==> src/rtl/cdb_arbiter_pkg.sv <==
// Shared types for the CDB arbiter: RS tag encoding, CDB payload and sizing constants.
package cdb_arbiter_pkg;

   localparam int unsigned NUM_RS     = 6;
   localparam int unsigned TAG_W      = 3;
   localparam int unsigned CDB_DATA_W = 32;

   typedef enum logic [TAG_W-1:0] {
      STORE_1 = 3'd0,
      STORE_2 = 3'd1,
      LOAD_1  = 3'd2,
      LOAD_2  = 3'd3,
      ALU_1   = 3'd4,
      ALU_2   = 3'd5,
      INVALID = 3'd7
   } RS_tag_type;

   typedef struct packed {
      logic                  valid;
      RS_tag_type            tag;
      logic [CDB_DATA_W-1:0] data;
   } cdb_t;

endpackage

==> src/rtl/cdb_arbiter_rr_picker.sv <==
// Combinational round-robin picker: first set request at or after ptr_i, wrapping modulo NUM_RS.
module cdb_arbiter_rr_picker #(
   parameter int unsigned NUM_RS = 6,
   parameter int unsigned IDX_W  = 3
) (
   input  logic [NUM_RS-1:0] req_i,
   input  logic [IDX_W-1:0]  ptr_i,
   output logic [NUM_RS-1:0] gnt_o,
   output logic [IDX_W-1:0]  idx_o,
   output logic              any_o
);

   int unsigned      cand;
   logic [IDX_W-1:0] cand_idx;

   always_comb begin
      gnt_o    = '0;
      idx_o    = '0;
      any_o    = 1'b0;
      cand     = 0;
      cand_idx = '0;
      for (int unsigned k = 0; k < NUM_RS; k++) begin
         cand = 32'(ptr_i) + k;
         if (cand >= NUM_RS) begin
            cand = cand - NUM_RS;
         end
         cand_idx = IDX_W'(cand);
         if (!any_o && req_i[cand_idx]) begin
            any_o           = 1'b1;
            gnt_o[cand_idx] = 1'b1;
            idx_o           = cand_idx;
         end
      end
   end

endmodule

==> src/rtl/cdb_arbiter.sv <==
// Round-robin Common Data Bus arbiter: grants one RS per cycle and broadcasts its result on a registered CDB.
module cdb_arbiter #(
   parameter int unsigned NUM_RS = 6,
   parameter int unsigned DATA_W = 32,
   parameter int unsigned CNT_W  = 16
) (
   input  logic                           CLK,
   input  logic                           RST_N,
   input  logic [NUM_RS-1:0]              REQ,
   input  logic [NUM_RS-1:0][DATA_W-1:0]  RESULT,
   input  logic                           FLUSH,
   output logic [NUM_RS-1:0]              GNT,
   output logic                           CDB_VALID,
   output cdb_arbiter_pkg::RS_tag_type    CDB_TAG,
   output logic [DATA_W-1:0]              CDB_DATA,
   output logic [CNT_W-1:0]               CONFLICT_CNT
);

   import cdb_arbiter_pkg::*;

   localparam int unsigned PTR_W = $clog2(NUM_RS);

   logic [PTR_W-1:0]  ptr_q, ptr_d;
   logic              valid_q, valid_d;
   RS_tag_type        tag_q, tag_d;
   logic [DATA_W-1:0] data_q, data_d;
   logic [CNT_W-1:0]  cnt_q, cnt_d;

   logic [NUM_RS-1:0] pick_gnt;
   logic [PTR_W-1:0]  pick_idx;
   logic              pick_any;
   logic              grant;
   logic              conflict;

   cdb_arbiter_rr_picker #(
      .NUM_RS (NUM_RS),
      .IDX_W  (PTR_W)
   ) u_rr_picker (
      .req_i  (REQ),
      .ptr_i  (ptr_q),
      .gnt_o  (pick_gnt),
      .idx_o  (pick_idx),
      .any_o  (pick_any)
   );

   // FLUSH and reset both suppress the grant without disturbing the pointer.
   assign grant    = pick_any && !FLUSH;
   assign GNT      = (RST_N && !FLUSH) ? pick_gnt : '0;
   // Clearing the lowest set bit leaves something only when two or more requests are up.
   assign conflict = |(REQ & (REQ - NUM_RS'(1)));

   always_comb begin
      ptr_d   = ptr_q;
      valid_d = 1'b0;
      tag_d   = tag_q;
      data_d  = data_q;
      cnt_d   = cnt_q;
      if (grant) begin
         ptr_d   = (pick_idx == PTR_W'(NUM_RS - 1)) ? '0 : pick_idx + PTR_W'(1);
         valid_d = 1'b1;
         tag_d   = RS_tag_type'(pick_idx);
         data_d  = RESULT[pick_idx];
      end
      if (!FLUSH && conflict && (cnt_q != '1)) begin
         cnt_d = cnt_q + CNT_W'(1);
      end
   end

   always_ff @(posedge CLK or negedge RST_N) begin
      if (!RST_N) begin
         ptr_q   <= '0;
         valid_q <= 1'b0;
         tag_q   <= INVALID;
         data_q  <= '0;
         cnt_q   <= '0;
      end else begin
         ptr_q   <= ptr_d;
         valid_q <= valid_d;
         tag_q   <= tag_d;
         data_q  <= data_d;
         cnt_q   <= cnt_d;
      end
   end

   assign CDB_VALID    = valid_q;
   assign CDB_TAG      = tag_q;
   assign CDB_DATA     = data_q;
   assign CONFLICT_CNT = cnt_q;

endmodule

==> config.mk <==
export PLATFORM = sky130hd
export DESIGN_NAME = cdb_arbiter
export DESIGN_NICKNAME = d
export VERILOG_FILES = /design/src/rtl/cdb_arbiter_pkg.sv /design/src/rtl/cdb_arbiter_rr_picker.sv /design/src/rtl/cdb_arbiter.sv
export SDC_FILE = /design/constraint.sdc
export NUM_CORES = 1
export LEC_CHECK = 0
export CORE_MARGIN = 2
export CORE_UTILIZATION = 43
export CTS_CLUSTER_DIAMETER = 200
export DETAILED_ROUTE_END_ITERATION = 10
export GPL_ROUTABILITY_DRIVEN = 0
export GPL_TIMING_DRIVEN = 1
export PLACE_DENSITY = 0.87
export SLEW_MARGIN = 20
export SYNTH_ARGS = -nofsm -noshare
export SYNTH_HDL_FRONTEND = slang
export SYNTH_HIERARCHICAL = 1
export SYNTH_SLANG_ARGS = --single-unit
==> constraint.sdc <==
create_clock -name CLK -period 7.2 [get_ports CLK]
set_input_delay 2.16 -clock CLK [delete_from_list [all_inputs] [get_ports CLK]]
set_output_delay 2.16 -clock CLK [all_outputs]
set_load 0.02 [all_outputs]
==> flow_summary.toml <==
[timing]
worst_pin_slew_ns = 0.994
finalSetupViolCount = 0
fin_worst_skew_ns = 0.0161
slew_headroom = 0.333
max_freq_mhz = 142
drv_slew = 0
hold_viol_final = 0
finalCritPeriodShare = 0.982
rsz0062_at_grt = "no"
finalWorstSetupSlack_ns = 0.133
min_period_ns = 7.07
holdWs_ns = 0.473

[setup_path]
critPathBufInv = 2
critPathLaunchType = "primary input"
worstPathRequired_ns = 5.04
crit_type = "in -> out"
path_cells = "clkdlybuf4s50_1 > mux2_1 > mux4_2 > mux2i_4 > nand4_4 > nor3b_4 > a221oi_1 > a2bb2oi_1 > and2_1 > clkbuf_2"
cp_max_fo = 6
end_kind = "output port"
critPathTopFamily = "multiplexers"
slowest_delay_ns = 0.53
crit_path_top_delay_cell = "mux4_2"
arrival_ns = 4.91

[cts]
worstSkewPairLatency_ns = 0.32
clock_path_buffers = 2
cts_sinks = 55
ctsRootBufferMaster = "clkbuf_8"
clk_pin_slew_worst_paths_ns = 0.12
cts_buffers = 5
htreeDepth = 2
cts_tree = "built"

[yosys]
async_reset_ff_frac = 1.00
synth.area.top_cells = "dfrtp_1, mux4_2, mux2_2"
syn_area_um2 = 4780
synth_area_leader_cell = "dfrtp_1"
synth_top_family_by_area = "multiplexers"
ys.flop_type = "dfrtp_1"
synthMuxAreaShare = 0.273
yosys-top-cells-count = "nor2_1, dfrtp_1, mux2_2"
synth-seq-cells = 55
yosysSeqAreaShare = 0.289
synth_fp_nets = 688
yosys.area_share.adder = 0.0209
syn_inst = 479
syn_avg_cell_area_um2 = 9.98
synth_edf_count = 0
synth_xor_area_frac = 0.0330
yosys.area.top_type_share = 0.272
yosysMostFrequentCell = "nor2_1"
yosysWarnings = 6
synth_compound_area_frac = 0.150
synth-simple-area-share = 0.190
synthDistinctLibCells = 65

[global_route]
overflow = 0
antenna_found_initial = 4
grt_max_degree = 56
grt_pass1_vias = 5289
grt_pass1_wl_mm = 28.5
grt_usage = 0.316

[pwr]
p_total_mw = 3.94
p_leak_nw = 2.95
power.density_nw_per_um2 = 515
ir_drop_mv = 0.548

[layout]
final_cell_count_no_fill = 875
fin_nets = 939
fillers = 825
drive_gt1_frac = 0.185
multi_input_area_um2 = 3220
syn_to_final_growth_pct = 60.1
seq_area_um2 = 1380

[detailed_routing]
vias = 5261
drcViolationCount = 0
wl_per_cell_um = 21.7
wl_met3_mm = 1.64
wl_mm = 19.0
highest_layer = "met4"
wl_met2_mm = 9.81
first_pass_iters = 5
drt_iter0_markers = 407
ant_nets = 0
m1WireLength_mm = 6.49
viasPerCell = 6.01

[floorplanning]
ios = 259
fp-row-count = 38
start_util = 0.441
coreArea_um2 = 10800
dieArea_um2 = 12000
fp.dieH_um = 109
dieWidth_um = 109

[min_path]
min_path_type = "reg -> reg"

[place]
pre_cts_slack_ns = -0.390
dp_hpwl_mm = 15.3
dp.cells = 862
numPortBuffers = 258

[run_status]
status = "finished, final reports clean"

[run]
cap_viol_max_count = 0
[kinds of logic (layout without fill, tap and decap cells)]
| group | count (synthesis) | in the layout |
|---|---|---|
| flops | 55 | 55 |
| xor+xnor | 18 | 18 |
| other cells | 0 | 4 |
| compound gates | 91 | 91 |
| buf+inv | 46 | 298 |
| mux | 83 | 83 |
| fa+ha+maj | 8 | 8 |
| simple gates | 178 | 178 |
[final cells by class]
type | instances | area share
timing repair buffer | 281 | 0.356
inverter | 9 | 0.00441
multi-input combinational | 378 | 0.420
clock buffer | 5 | 0.00899
sequential | 55 | 0.180
clock inverter | 3 | 0.00621
tap | 140 | 0.0229
antenna | 4 | 0.00131
[power breakdown]
| part | internal (mW) | switching [mW] |
|---|---|---|
| sequential | 0.451 | 0.0959 |
| clock | 0.106 | 0.112 |
| combinational | 1.54 | 1.64 |
| total | 2.10 | 1.85 |
[metrics by stage]
stage	cell area (um^2)	util	TNS, ns
floorplan	4780	-	0
global placement	7540	0.696	-1.19
detailed placement	7540	0.696	-1.88
CTS	7660	0.706	0
global route	7650	0.706	0
finish	7650	0.706	0
[cells in the final DEF (no fill, tap or decap), types with 6 or more instances in the layout]
cell type	synthesis	routed
a221oi_1	34	34
xnor2_1	13	13
a21oi_1	11	10
buf_4	0	23
nand4_1	9	9
mux4_2	33	33
and2_1	8	8
nand2_1	32	31
inv_1	6	6
clkdlybuf4s50_1	0	250
nor3_1	9	9
mux2_2	38	38
dfrtp_1	52	52
mux2i_1	8	8
o21ai_0	10	10
ha_1	8	8
nor2_1	74	73
[path summary, 6_finish.rpt]
check	depth (start not counted)	from	slack (ns)	endpoint
worst min-delay path	2	CDB_TAG[1]$_DFFE_PN1P_	0.47	CDB_TAG[1]$_DFFE_PN1P_
worst max register to register	12	ptr_q[1]$_DFFE_PN0P_	2.13	CDB_DATA[18]$_DFFE_PN0P_
max in group asynchronous	2	RST_N	4.66	ptr_q[0]$_DFFE_PN0P_
worst max-delay path	10	REQ[2]	0.13	GNT[1]
worst min register to register	2	CDB_TAG[1]$_DFFE_PN1P_	0.47	CDB_TAG[1]$_DFFE_PN1P_
min in group asynchronous	2	RST_N	2.05	CONFLICT_CNT[9]$_DFFE_PN0P_
[repair_timing]
item                       in CTS  in global routing
resized for setup              12                 10
gates cloned                    0                  0
pin swaps                       2                  3
hold buffers                    0                  0
setup endpoints to repair       6                  6
setup buffers                   0                  1
[routing by layer]
layer  vias up  track usage
met5         -            0
met4         0        0.146
met3        75       0.0907
met2       328        0.546
met1      2521        0.359
li1       2337            -
[sequential cells by signal, indices dropped and copies added, names as in the netlist]
signal	flops
CDB_DATA	32
CONFLICT_CNT	16
CDB_TAG	3
ptr_q	3
CDB_VALID	1
[tightest hold or removal path: cells and delay by family (launching register included)]
kind	cells	cell delay, ns
AND/OR/NAND/NOR	2	0.10
flip-flops	1	0.39
(Power assumes the default switching activity.)
